<file path="src/rtl/conv_pkg.sv">
// Shared definitions for the convolutional encoder output path: block sizes,
// merge FSM states and the 3-stream bit interleave.
package conv_pkg;

  localparam int unsigned SMALL_BYTES    = 132;
  localparam int unsigned LARGE_BYTES    = 768;
  localparam int unsigned CNT_W          = 10;
  localparam int unsigned META_LARGE_BIT = 0;

  typedef enum logic [2:0] {
    ST_IDLE,
    ST_META_RD,
    ST_META_LAT,
    ST_FETCH,
    ST_LATCH,
    ST_EMIT0,
    ST_EMIT1,
    ST_EMIT2
  } merge_state_t;

  // Restore codeword order: bit i of each stream lands at 3i, 3i+1, 3i+2.
  function automatic logic [23:0] interleave3(input logic [7:0] d0,
                                              input logic [7:0] d1,
                                              input logic [7:0] d2);
    logic [23:0] w;
    w = '0;
    for (int i = 0; i < 8; i++) begin
      w[3*i]   = d0[i];
      w[3*i+1] = d1[i];
      w[3*i+2] = d2[i];
    end
    return w;
  endfunction

endpackage

</file>
<file path="src/rtl/conv_stream_merge.sv">
// Pops one byte from each of the three encoder stream FIFOs per group and emits
// them as three bit-interleaved bytes on a framed valid/ready stream.
module conv_stream_merge
  import conv_pkg::*;
(
  input  logic       clk,
  input  logic       reset,
  input  logic [7:0] meta_data,
  input  logic       meta_empty,
  output logic       meta_rdreq,
  input  logic [7:0] fifo0_data,
  input  logic [7:0] fifo1_data,
  input  logic [7:0] fifo2_data,
  input  logic       fifo0_empty,
  input  logic       fifo1_empty,
  input  logic       fifo2_empty,
  output logic       fifo_rdreq,
  output logic [7:0] out_data,
  output logic       out_valid,
  input  logic       out_ready,
  output logic       out_sop,
  output logic       out_eop,
  output logic       busy,
  output logic       blk_done
);

  merge_state_t     r_state;
  logic [CNT_W-1:0] r_cnt;
  logic             r_large;
  logic [15:0]      r_word_hi;
  logic [7:0]       r_data;
  logic             r_valid;
  logic             r_sop;
  logic             r_eop;
  logic             r_meta_rdreq;
  logic             r_busy;
  logic             r_blk_done;

  logic             w_fetch;
  logic             w_accept;
  logic             w_last;
  logic [23:0]      w_word;
  logic             w_unused_meta;

  // Pop only in the same cycle that all three streams show data.
  assign w_fetch  = (r_state == ST_FETCH) && !fifo0_empty && !fifo1_empty && !fifo2_empty;
  assign w_accept = r_valid && out_ready;
  assign w_last   = r_large ? (r_cnt == CNT_W'(LARGE_BYTES - 1))
                            : (r_cnt == CNT_W'(SMALL_BYTES - 1));
  assign w_word   = interleave3(fifo0_data, fifo1_data, fifo2_data);
  assign w_unused_meta = ^meta_data[7:1];

  always_ff @(posedge clk) begin
    if (reset) begin
      r_state      <= ST_IDLE;
      r_cnt        <= '0;
      r_large      <= 1'b0;
      r_word_hi    <= '0;
      r_data       <= '0;
      r_valid      <= 1'b0;
      r_sop        <= 1'b0;
      r_eop        <= 1'b0;
      r_meta_rdreq <= 1'b0;
      r_busy       <= 1'b0;
      r_blk_done   <= 1'b0;
    end else begin
      r_meta_rdreq <= 1'b0;
      r_blk_done   <= 1'b0;
      case (r_state)
        ST_IDLE: begin
          if (!meta_empty) begin
            r_state      <= ST_META_RD;
            r_meta_rdreq <= 1'b1;
            r_busy       <= 1'b1;
          end
        end
        ST_META_RD: r_state <= ST_META_LAT;
        ST_META_LAT: begin
          r_large <= meta_data[META_LARGE_BIT];
          r_cnt   <= '0;
          r_state <= ST_FETCH;
        end
        ST_FETCH: begin
          if (w_fetch) r_state <= ST_LATCH;
        end
        // Stream bytes are valid this cycle; first output byte goes straight out.
        ST_LATCH: begin
          r_word_hi <= w_word[23:8];
          r_data    <= w_word[7:0];
          r_valid   <= 1'b1;
          r_sop     <= (r_cnt == '0);
          r_state   <= ST_EMIT0;
        end
        ST_EMIT0: begin
          if (w_accept) begin
            r_data  <= r_word_hi[7:0];
            r_sop   <= 1'b0;
            r_state <= ST_EMIT1;
          end
        end
        ST_EMIT1: begin
          if (w_accept) begin
            r_data  <= r_word_hi[15:8];
            r_eop   <= w_last;
            r_state <= ST_EMIT2;
          end
        end
        ST_EMIT2: begin
          if (w_accept) begin
            r_valid <= 1'b0;
            r_eop   <= 1'b0;
            if (w_last) begin
              r_state    <= ST_IDLE;
              r_busy     <= 1'b0;
              r_blk_done <= 1'b1;
            end else begin
              r_cnt   <= r_cnt + CNT_W'(1);
              r_state <= ST_FETCH;
            end
          end
        end
        default: r_state <= ST_IDLE;
      endcase
    end
  end

  assign meta_rdreq = r_meta_rdreq;
  assign fifo_rdreq = w_fetch;
  assign out_data   = r_data;
  assign out_valid  = r_valid;
  assign out_sop    = r_sop;
  assign out_eop    = r_eop;
  assign busy       = r_busy;
  assign blk_done   = r_blk_done;

endmodule

</file>
<file path="config.mk">
export PLATFORM = sky130hd
export DESIGN_NAME = conv_stream_merge
export DESIGN_NICKNAME = d
export VERILOG_FILES = /design/src/rtl/conv_pkg.sv /design/src/rtl/conv_stream_merge.sv
export SDC_FILE = /design/constraint.sdc
export NUM_CORES = 1
export LEC_CHECK = 0
export BUFFER_PORTS_ARGS = -buffer_cell sky130_fd_sc_hd__clkbuf_2
export CAP_MARGIN = 20
export CORE_MARGIN = 10
export CORE_UTILIZATION = 50
export DETAILED_ROUTE_END_ITERATION = 8
export PLACE_DENSITY = 0.76
export SYNTH_ARGS = -nofsm -noshare
export SYNTH_HDL_FRONTEND = slang
export SYNTH_SLANG_ARGS = --single-unit
</file>
<file path="constraint.sdc">
create_clock -name clk -period 3 [get_ports clk]
set_input_delay 0.6 -clock clk [delete_from_list [all_inputs] [get_ports clk]]
set_output_delay 0.6 -clock clk [all_outputs]
set_load 0.05 [all_outputs]
</file>
==> flow_summary.json <==
{
  "slew_headroom_pct": 49.23,
  "worstMarginPinSlew_ps": 761.6,
  "r2r-end": "r_cnt[5]",
  "dp_hpwl_um": 3573,
  "cts_setup_buffers": 0,
  "crit_required_ps": 2400,
  "die_area_mm2": 0.007033,
  "grt_max_degree": 39,
  "switching_share_pct": 24.58,
  "clock_latency_ps": 290,
  "muxShareOfSynthArea_pct": 0.7362,
  "antennaDiodeCount": 0,
  "yosysSeqAreaShare_pct": 43.19,
  "routed_via_density": 5.599,
  "power_leakage_nw": 0.8678,
  "seqPwrFrac_pct": 56.3,
  "async_flop_share_pct": 0,
  "worstHoldStart": "out_data[5]",
  "cp-end-kind": "output pin",
  "finalMaxSlewViolations": 0,
  "final_util_pct": 59.64,
  "hold_path_end": "out_data[5]",
  "synth_nets": 305,
  "p_comb_share_pct": 8.9,
  "cp_data_arrival_time_ps": 1820,
  "synth-simple-area-share_pct": 26.99,
  "pwr-share-clk_pct": 34.8,
  "path_max_fanout": 18,
  "vias": 1971,
  "mappedNetlistArea_mm2": 0.002039,
  "ys_dominant_reg_cell": "dfxtp_1",
  "gr-total-overflow": 0,
  "drc": 0,
  "hp-class": "flip-flop to flip-flop",
  "synth_compound_area_share_pct": 23.37,
  "fillerInstances": 382,
  "grt_usage_pct": 14.00,
  "synth_top_family_by_area": "simple AND/OR/NAND/NOR gates",
  "layout-drive-gt1-share_pct": 20.53,
  "fmaxAchievable_mhz": 413.9,
  "rsz0062_at_grt": "false",
  "cts_root_buf": "clkbuf_8",
  "die_h_um": 83.87,
  "cts-htree-levels": 2,
  "synthDistinctLibCells": 45,
  "grt_pass1_wl_um": 8549,
  "p_int_mw": 0.8099,
  "yosys_register_bits": 44,
  "tns_ps": 0,
  "cts-resized-gates": 0,
  "holdPathStages": 2,
  "switchingPower_mw": 0.2639,
  "avgSynthCellArea_um2": 7.725,
  "critPathKind": "flip-flop to output pin",
  "cts_max_path_buffers": 2,
  "fin_crit_sh_pct": 80.54,
  "synthAdderAreaFrac_pct": 1.227,
  "routed_wl_um": 4946,
  "wl_per_cell_um": 14.05,
  "core_mm2": 0.003971,
  "dr.pass1.iters": 4,
  "drt_iter0_markers": 118,
  "grt_pass1_vias": 1922,
  "p_per_area_mw_per_mm2": 453.4,
  "status": "finished, final reports clean",
  "setup_viol": 0,
  "hold_violations": 0,
  "clkSlewWorstSetupHoldPaths_ps": 80,
  "place.gp.congestion": 0.9228,
  "worstReg2RegStart": "r_cnt[2]",
  "final_net_count": 342,
  "synthXorXnorAreaFrac_pct": 0.4294,
  "initial_core_util_pct": 51.35,
  "cap_violations": 0,
  "ff2ff_setup_slack_ps": 810,
  "cts_sinks": 44,
  "die_x_um": 83.87,
  "hold_buffers": 0,
  "register_area_um2": 880.8,
  "num_rows": 23,
  "cts_tree": "yes",
  "layout_common_cells": "63 x nand2_1, 46 x clkbuf_2, 44 x dfxtp_1",
  "ys_warn_count": 0,
  "port_buffers": 46,
  "worst_ir_drop_vdd_uv": 294.9,
  "numCtsBuffers": 5,
  "final_antenna_net_count": 0,
  "ios": 54,
  "synthCells": 264,
  "cp-start-kind": "flip-flop",
  "worstRegToRegCells": 5,
  "skew_ps": 1.625,
  "antenna_found_initial": 0,
  "synth_edf_count": 0,
  "finalCriticalPeriod_ps": 2416,
  "final_common_cell": "nand2_1",
  "areaGrowthSynthToFinish_pct": 16.13,
  "multi_input_area_mm2": 0.001076
}
## worst max path at each step
| stage | startpoint | endpoint | slack (ps) | cells after the start |
|---|---|---|---|---|
| floorplan | r_state[0] | fifo_rdreq | 220 | 4 |
| global placement | fifo0_empty | fifo_rdreq | 730 | 5 |
| detailed placement | fifo0_empty | fifo_rdreq | 710 | 5 |
| CTS | r_state[0] | fifo_rdreq | 550 | 3 |
| global route | r_state[0] | fifo_rdreq | 390 | 3 |
| finish | r_state[0] | fifo_rdreq | 580 | 3 |
## kinds of logic after synthesis
kind of cell | count (synthesis)
AOI/OAI and AO/OA | 78
xor gates and xnor gates | 1
adders and majority gates | 2
buffers and inverters | 22
DFF | 44
muxes | 1
and+or+nand+nor | 116
## per-layer routing
layer / wire length, µm / part of all wire [%] / up-vias / GRT usage [%]
li1: - / - / 1016 / -
met1: 2201 / 45 / 896 / 16.36
met2: 2357 / 48 / 55 / 23.07
met3: 340 / 6.9 / 4 / 4.785
met4: 46 / 0.93 / 0 / 5.023
met5: 0 / 0 / - / 0
## Yosys cell counts, types with 2 or more instances
| cell type | number | area (µm²) |
|---|---|---|
| o21ai_0 | 3 | 15.01 |
| nor4_1 | 2 | 12.51 |
| nor2b_1 | 2 | 12.51 |
| a21oi_1 | 39 | 195.2 |
| dfxtp_1 | 44 | 880.8 |
| a211oi_1 | 2 | 15.01 |
| o211ai_1 | 8 | 60.06 |
| nor3_1 | 4 | 20.02 |
| inv_1 | 5 | 18.77 |
| o22ai_1 | 8 | 50.05 |
| and2_1 | 2 | 12.51 |
| o21a_1 | 2 | 15.01 |
| nor2_1 | 14 | 52.55 |
| clkbuf_1 | 17 | 63.81 |
| nand4_1 | 8 | 50.05 |
| nand2_1 | 63 | 236.5 |
| o31ai_1 | 4 | 30.03 |
| nand3_1 | 3 | 15.01 |
| or4_1 | 4 | 30.03 |
| a21o_1 | 2 | 15.01 |
| nand2b_1 | 2 | 12.51 |
| ha_1 | 2 | 25.02 |
| and4_1 | 2 | 17.52 |
## sequential cells by signal, summed over array words and instances (netlist names)
name / count
blk_done: 1
busy: 1
meta_rdreq: 1
out_data: 8
out_eop: 1
out_sop: 1
out_valid: 1
r_cnt: 10
r_large: 1
r_state: 3
r_word_hi: 16
## layout make-up
| type | instances | area share [%] |
|---|---|---|
| Tap cell | 50 | 2.641 |
| Inverter | 5 | 0.7924 |
| Sequential cell | 44 | 37.19 |
| Multi-Input combinational cell | 198 | 45.43 |
| Clock inverter | 2 | 0.4226 |
| Clock buffer | 6 | 3.487 |
| Timing Repair Buffer | 47 | 10.04 |
## power groups by stage
stage               Clock (mW)  Combinational, mW  Sequential (mW)
floorplan                    0             0.0605            0.616
global placement             0             0.0942            0.618
detailed placement           0             0.0949            0.618
CTS                      0.388             0.0954            0.605
global route             0.412              0.105            0.607
finish                   0.374             0.0953            0.605
## metrics by stage
step,setup slack (ps),instance area [µm²],total power [mW],hold WS [ps],instances
2_1_floorplan,217.0,2039,0.6769,436.4,264
3_3_place_gp,731.7,2276,0.7122,441.0,344
3_5_place_dp,707.8,2276,0.7133,444.7,344
4_1_cts,549.7,2369,1.088,455.3,352
5_1_grt,390.2,2369,1.124,471.7,352
6_report,583.9,2369,1.074,450.3,352
## worst max-delay path, cell delays in order (launching register included)
cell and delay, ps:
dfxtp_1 650, nand2_1 160, nor3b_1 370, clkbuf_2 350
No activity file was read; power rests on OpenSTA's default activity.
